===== src/rtl/mul_div_unit_if.sv =====
// mul_div_unit_if
// Bus between the EXE stage and the iterative multiply/divide unit.
// The master side (pipeline) drives the request, operands, flush and
// MTHI/MTLO write fields. The slave side (unit) returns HI/LO, busy,
// the done pulse and the pipeline stall request.
//   enable     global execution enable (freezes the unit when low)
//   start/op   new operation request and select (00 MULT, 01 MULTU, 10 DIV, 11 DIVU)
//   operand_a  multiplicand / dividend (rs)
//   operand_b  multiplier / divisor (rt)
//   flush      abort the in-flight operation
//   hi_wen/lo_wen/wdata  direct HI/LO writes
//   hi/lo      result registers
//   busy/stall_req  operation in flight
//   done       one-cycle result pulse
interface mul_div_unit_if #(parameter int DATA_W = 32);
   logic              enable;
   logic              start;
   logic [1:0]        op;
   logic [DATA_W-1:0] operand_a;
   logic [DATA_W-1:0] operand_b;
   logic              flush;
   logic              hi_wen;
   logic              lo_wen;
   logic [DATA_W-1:0] wdata;
   logic [DATA_W-1:0] hi;
   logic [DATA_W-1:0] lo;
   logic              busy;
   logic              done;
   logic              stall_req;

   modport master (
      output enable, start, op, operand_a, operand_b, flush, hi_wen, lo_wen, wdata,
      input  hi, lo, busy, done, stall_req
   );

   modport slave (
      input  enable, start, op, operand_a, operand_b, flush, hi_wen, lo_wen, wdata,
      output hi, lo, busy, done, stall_req
   );
endinterface


===== src/rtl/mul_div_unit.sv =====
// mul_div_unit
// Iterative multiply/divide unit with HI/LO registers for MULT, MULTU,
// DIV and DIVU. One shift-add or restoring-divide step per enabled cycle,
// DATA_W steps per operation followed by one sign-fix cycle.
// Ports:
//   clk  rising-edge clock
//   rst  synchronous active-high reset
//   bus  mul_div_unit_if slave modport (request, operands, HI/LO, status)
module mul_div_unit #(
   parameter int DATA_W = 32
) (
   input  logic         clk,
   input  logic         rst,
   mul_div_unit_if.slave bus
);

   localparam int CNT_W = $clog2(DATA_W) + 1;
   localparam logic [CNT_W-1:0] LAST_STEP = CNT_W'(DATA_W - 1);

   typedef enum logic [1:0] {
      IDLE,
      RUN,
      FIX
   } state_t;

   state_t              state;
   logic [CNT_W-1:0]    cnt;
   logic                is_div;
   logic                sign_a;
   logic                sign_b;
   logic [DATA_W-1:0]   mag_a;
   logic [DATA_W-1:0]   mag_b;
   // Shared accumulator: multiply keeps {partial product, multiplier},
   // divide keeps {remainder, dividend/quotient}.
   logic [2*DATA_W-1:0] acc;
   logic [DATA_W-1:0]   hi_q;
   logic [DATA_W-1:0]   lo_q;
   logic                busy_q;
   logic                done_q;

   logic                start_signed;
   logic                start_neg_a;
   logic                start_neg_b;
   logic [DATA_W:0]     mul_sum;
   logic [2*DATA_W-1:0] mul_next;
   logic [DATA_W:0]     div_shift;
   logic [DATA_W-1:0]   div_diff;
   logic [2*DATA_W-1:0] div_next;
   logic [2*DATA_W-1:0] prod_fix;
   logic [DATA_W-1:0]   raw_a;
   logic [DATA_W-1:0]   res_hi;
   logic [DATA_W-1:0]   res_lo;

   assign start_signed = ~bus.op[0];
   assign start_neg_a  = start_signed & bus.operand_a[DATA_W-1];
   assign start_neg_b  = start_signed & bus.operand_b[DATA_W-1];

   // One iteration of each algorithm plus the sign-fixed result. The
   // remainder never exceeds the divisor, so the trial difference fits
   // in DATA_W bits whenever the subtraction is taken.
   always_comb begin
      mul_sum   = {1'b0, acc[2*DATA_W-1:DATA_W]} + (acc[0] ? {1'b0, mag_a} : '0);
      mul_next  = {mul_sum, acc[DATA_W-1:1]};
      div_shift = {acc[2*DATA_W-1:DATA_W], acc[DATA_W-1]};
      div_diff  = div_shift[DATA_W-1:0] - mag_b;
      if (div_shift >= {1'b0, mag_b}) begin
         div_next = {div_diff, acc[DATA_W-2:0], 1'b1};
      end else begin
         div_next = {div_shift[DATA_W-1:0], acc[DATA_W-2:0], 1'b0};
      end

      prod_fix = (sign_a ^ sign_b) ? -acc : acc;
      raw_a    = sign_a ? -mag_a : mag_a;
      res_hi   = prod_fix[2*DATA_W-1:DATA_W];
      res_lo   = prod_fix[DATA_W-1:0];
      if (is_div) begin
         if (mag_b == '0) begin
            res_hi = raw_a;
            res_lo = '1;
         end else begin
            res_hi = sign_a ? -acc[2*DATA_W-1:DATA_W] : acc[2*DATA_W-1:DATA_W];
            res_lo = (sign_a ^ sign_b) ? -acc[DATA_W-1:0] : acc[DATA_W-1:0];
         end
      end
   end

   // Control FSM and datapath registers. done is cleared every edge so it
   // can only be a single-cycle pulse; flush wins over everything but rst
   // and also drops any direct writes presented with it.
   always_ff @(posedge clk) begin
      if (rst) begin
         state  <= IDLE;
         cnt    <= '0;
         is_div <= 1'b0;
         sign_a <= 1'b0;
         sign_b <= 1'b0;
         mag_a  <= '0;
         mag_b  <= '0;
         acc    <= '0;
         hi_q   <= '0;
         lo_q   <= '0;
         busy_q <= 1'b0;
         done_q <= 1'b0;
      end else begin
         done_q <= 1'b0;
         if (bus.flush) begin
            state  <= IDLE;
            busy_q <= 1'b0;
         end else if (bus.enable) begin
            case (state)
               IDLE: begin
                  if (bus.start) begin
                     state  <= RUN;
                     busy_q <= 1'b1;
                     cnt    <= '0;
                     is_div <= bus.op[1];
                     sign_a <= start_neg_a;
                     sign_b <= start_neg_b;
                     mag_a  <= start_neg_a ? -bus.operand_a : bus.operand_a;
                     mag_b  <= start_neg_b ? -bus.operand_b : bus.operand_b;
                     if (bus.op[1]) begin
                        acc <= {{DATA_W{1'b0}}, (start_neg_a ? -bus.operand_a : bus.operand_a)};
                     end else begin
                        acc <= {{DATA_W{1'b0}}, (start_neg_b ? -bus.operand_b : bus.operand_b)};
                     end
                  end else begin
                     if (bus.hi_wen) hi_q <= bus.wdata;
                     if (bus.lo_wen) lo_q <= bus.wdata;
                  end
               end
               RUN: begin
                  acc <= is_div ? div_next : mul_next;
                  cnt <= cnt + 1'b1;
                  if (cnt == LAST_STEP) state <= FIX;
               end
               FIX: begin
                  hi_q   <= res_hi;
                  lo_q   <= res_lo;
                  done_q <= 1'b1;
                  busy_q <= 1'b0;
                  state  <= IDLE;
               end
               default: begin
                  state  <= IDLE;
                  busy_q <= 1'b0;
               end
            endcase
         end
      end
   end

   assign bus.hi        = hi_q;
   assign bus.lo        = lo_q;
   assign bus.busy      = busy_q;
   assign bus.done      = done_q;
   assign bus.stall_req = busy_q;

endmodule


===== src/flat_wrapper.sv =====
// flat-port wrapper written by rule: the top's interface ports become plain ports
module mul_div_unit_flat 
#(
   parameter int DATA_W = 32
)
  (clk, rst, bus_enable, bus_start, bus_op, bus_operand_a, bus_operand_b, bus_flush, bus_hi_wen, bus_lo_wen, bus_wdata, bus_hi, bus_lo, bus_busy, bus_done, bus_stall_req);
  mul_div_unit_if #(.DATA_W(DATA_W)) bus_i ();
  input  logic clk;
  input  logic rst;
  input wire logic [$bits(bus_i.enable)-1:0] bus_enable;
  input wire logic [$bits(bus_i.start)-1:0] bus_start;
  input wire logic [$bits(bus_i.op)-1:0] bus_op;
  input wire logic [$bits(bus_i.operand_a)-1:0] bus_operand_a;
  input wire logic [$bits(bus_i.operand_b)-1:0] bus_operand_b;
  input wire logic [$bits(bus_i.flush)-1:0] bus_flush;
  input wire logic [$bits(bus_i.hi_wen)-1:0] bus_hi_wen;
  input wire logic [$bits(bus_i.lo_wen)-1:0] bus_lo_wen;
  input wire logic [$bits(bus_i.wdata)-1:0] bus_wdata;
  output wire logic [$bits(bus_i.hi)-1:0] bus_hi;
  output wire logic [$bits(bus_i.lo)-1:0] bus_lo;
  output wire logic [$bits(bus_i.busy)-1:0] bus_busy;
  output wire logic [$bits(bus_i.done)-1:0] bus_done;
  output wire logic [$bits(bus_i.stall_req)-1:0] bus_stall_req;
  assign bus_i.enable = bus_enable;
  assign bus_i.start = bus_start;
  assign bus_i.op = bus_op;
  assign bus_i.operand_a = bus_operand_a;
  assign bus_i.operand_b = bus_operand_b;
  assign bus_i.flush = bus_flush;
  assign bus_i.hi_wen = bus_hi_wen;
  assign bus_i.lo_wen = bus_lo_wen;
  assign bus_i.wdata = bus_wdata;
  assign bus_hi = bus_i.hi;
  assign bus_lo = bus_i.lo;
  assign bus_busy = bus_i.busy;
  assign bus_done = bus_i.done;
  assign bus_stall_req = bus_i.stall_req;
  mul_div_unit #(.DATA_W(DATA_W)) u_core (.clk(clk), .rst(rst), .bus(bus_i));
endmodule

===== config.mk =====
export PLATFORM = sky130hd
export DESIGN_NAME = mul_div_unit_flat
export DESIGN_NICKNAME = d
export VERILOG_FILES = /design/src/rtl/mul_div_unit_if.sv /design/src/rtl/mul_div_unit.sv /design/src/flat_wrapper.sv
export SDC_FILE = /design/constraint.sdc
export NUM_CORES = 1
export LEC_CHECK = 0
export ABC_AREA = 1
export BUFFER_PORTS_ARGS = -buffer_cell sky130_fd_sc_hd__buf_4
export CAP_MARGIN = 20
export CORE_ASPECT_RATIO = 0.9
export CORE_MARGIN = 2
export CORE_UTILIZATION = 35
export CTS_BUF_LIST = sky130_fd_sc_hd__clkbuf_4
export DETAILED_ROUTE_END_ITERATION = 6
export REMOVE_ABC_BUFFERS = 1
export SKIP_CTS_REPAIR_TIMING = 1
export SLEW_MARGIN = 40
export SYNTH_ARGS = -nofsm -noshare
export SYNTH_HDL_FRONTEND = slang
export SYNTH_SLANG_ARGS = --single-unit

===== constraint.sdc =====
create_clock -name clk -period 6.4 [get_ports clk]
set_input_delay 0.64 -clock clk [delete_from_list [all_inputs] [get_ports clk]]
set_output_delay 0.64 -clock clk [all_outputs]
set_load 0.03 [all_outputs]

==> out/qor.csv <==
metric,value,unit
"Seq/Total Area, Yosys",20.3,%
clock root cell,clkbuf_4,
maximum resistive drop on vdd,0.000120,V
clock latency on the worst-skew pair,0.86,ns
clock slew seen by the registers of the worst setup and hold paths,0.07,ns
Relative slew margins,41.0,%
CTS buffer count,59,
"FFs w/ async S/R, synth",0,%
r2r endpoint,u_core.acc[63],
H-tree levels,2,
Place WS,3.21,ns
final-report hold violation count,0,
Total Routing Usage GR,29.6,%
drt via density,5.46,
crit path time final,3.24,ns
share of layout cells above drive strength 1,9.66,%
clock skew,0.0857,ns
CTS Buffer Depth,3,
max-slew violation count,0,
CTS sink cnt,205,
DP Area,22100,um2
pin count of the biggest net entering global routing,106,
Design Power,3.87,mW
CP startpoint kind,flip-flop,
port buffer count,171,
top-count cell post-synth,nand2_1,
Synthesis Warnings,0,
Worst Hold End,u_core.state[1],
core footprint,57100,um2
"EDFF count, synth",0,
worst hold path cell count,2,
Syn-to-layout area delta,13.1,%
"Top FF cell, synth",dfxtp_1,
DRT Wirelength,90.8,mm
Min-Delay Path Class,input pin to flip-flop,
start of the worst register-to-register path,u_core.acc[0],
Sw Ratio,40.1,%
fin nets,3939,
crit path kind,flip-flop to flip-flop,
synthesis-stage register bit count,205,
"antenna viol nets, final",0,
Max Clk Rate,309,MHz
Synth Cell Area,20200,um2
Wirelength per Cell,19.9,um
crit end category,flip-flop,
Area contributors post-synth,"dfxtp_1, nand2_1, nand3_1, inv_1, o21ai_0",
Post-Synthesis Cells,3647,
RD Place Congestion,1.03,
final design area excluding fillers,22900,um2
Hold Crit Start,bus_enable,
top-area cell type share of the netlist area,20.3,%
crit path max fanout,33,
FP Rows,83,
share of total power in sequential cells,35.8,%
Die ar.,59800,um2
post-synthesis average cell area,5.55,um2
CTS tree,done,
first-pass GRT wire length,137,mm
r2r worst-path depth,19,
RSZ-0062 raised after global routing,false,
Crit path arrival time,4.02,ns
Final Cycle Share,50.6,%
drt first pass iters,6,
post-DP HPWL,71.8,mm
Synth cell types,47,
"area leader, netlist",dfxtp_1,
Net Switching,1.55,mW
fin worst setup slack,3.16,ns
number of top-level pins,172,
Setup TNS,0,ns
status,finished clean,
combinational power share,30.5,%
final setup fails,0,
clock power share,33.7,%
initial core utilization,35.4,%
Int Pwr,2.32,mW
flop-to-flop setup slack,3.16,ns
antenna violations before repair,2,
vias in the first global route,22500,
Vias,25000,
initial drt markers,3148,
Die Wd,257,um
die height,232,um
most instantiated cells after synthesis,"nand2_1, inv_1, nor2_1",
Worst Tran Pin Value,0.876,ns
drt drc,0,
P_leak,11.4,nW
Max-cap violations,0,
"Req. time, crit path",7.18,ns
gr ovfl total,0,
PwrDens,169,nW/um2
## how the worst max path moves through the flow
stage / start / end
6_report: u_core.acc[0] / u_core.acc[63]
5_1_grt: u_core.state[1] / u_core.acc[3]
4_1_cts: u_core.acc[0] / u_core.acc[61]
3_5_place_dp: u_core.acc[0] / u_core.acc[61]
3_3_place_gp: u_core.acc[0] / u_core.acc[61]
2_1_floorplan: u_core.state[0] / u_core.acc[11]
## flip-flops by register name, indices dropped and copies added (netlist names)
register         count
u_core.acc          64
u_core.bus.busy      1
u_core.bus.done      1
u_core.bus.hi       32
u_core.bus.lo       32
u_core.cnt           6
u_core.is_div        1
u_core.mag_a        32
u_core.mag_b        32
u_core.sign_a        1
u_core.sign_b        1
u_core.state         2
## per-layer routing
metal / wire length, um / global-route usage (%)
met5: 10 / 0
met4: 2510 / 8.42
met3: 10100 / 5.75
met2: 36600 / 42.8
met1: 41600 / 44.0
## worst max-delay path: stages, from the launching register on
cell	delay, ns
dfxtp_1	0.49
buf_4	0.38
nand2_1	0.08
inv_1	0.07
ha_1	0.16
inv_1	0.06
fa_1	0.45
o21ai_1	0.48
nand2_1	0.11
nand2_1	0.14
nand3_1	0.11
nand2_1	0.12
nand2_1	0.09
nand2_1	0.09
nand2_1	0.06
nand2_1	0.06
nand2_1	0.05
inv_1	0.07
nand2_1	0.05
a21oi_1	0.11
## area by class of cell
| cell class | count | area, um2 |
|---|---|---|
| fillers | 6471 | 34200 |
| multi-input cells | 2811 | 13700 |
| inverters | 483 | 1810 |
| flip-flops and latches | 205 | 4110 |
| repair buffers | 202 | 1520 |
| clock inverters | 16 | 68.8 |
| diodes | 1 | 2.50 |
| well taps | 765 | 957 |
| clock buffers | 92 | 691 |
## power by group through the flow
stage | Combinational [mW] | Sequential (mW) | Clock, mW
after floorplan | 0.690 | 1.42 | 0
after global placement | 1.15 | 1.41 | 0
after detailed placement | 1.15 | 1.41 | 0
after CTS | 1.15 | 1.38 | 1.31
after global routing | 1.29 | 1.39 | 1.38
final | 1.18 | 1.38 | 1.30
## logic make-up after synthesis
| kind of cell | count (synthesis) | share of synthesized area [%] |
|---|---|---|
| simple gates | 1937 | 40.4 |
| compound gates | 703 | 18.4 |
| buf+inv | 631 | 12.0 |
| flops | 205 | 20.3 |
| xor+xnor | 99 | 4.28 |
| fa+ha+maj | 72 | 4.52 |
## stage by stage
stage / utilization (%) / hold slack [ns] / std cells
floorplan: - / 0.442 / 3499
global placement: 38.7 / 0.463 / 4466
detailed placement: 38.7 / 0.460 / 4466
CTS: 40.1 / -0.0238 / 4574
global route: 40.1 / 0.00614 / 4575
finish: 40.1 / 0.0327 / 4575
## cells in the final DEF, fill, tap and decap left out, types with 38 or more instances in the layout
master	Yosys	layout
nand2_1	1029	1029
inv_1	468	463
nand3_1	378	378
nor2_1	381	375
o21ai_0	298	294
a21oi_1	276	276
dfxtp_1	205	203
buf_4	1	201
clkbuf_4	0	92
xor2_1	91	91
ha_1	70	70
nand4_1	46	46
a31oi_1	38	38
No activity file was read; power rests on OpenSTA's default activity.
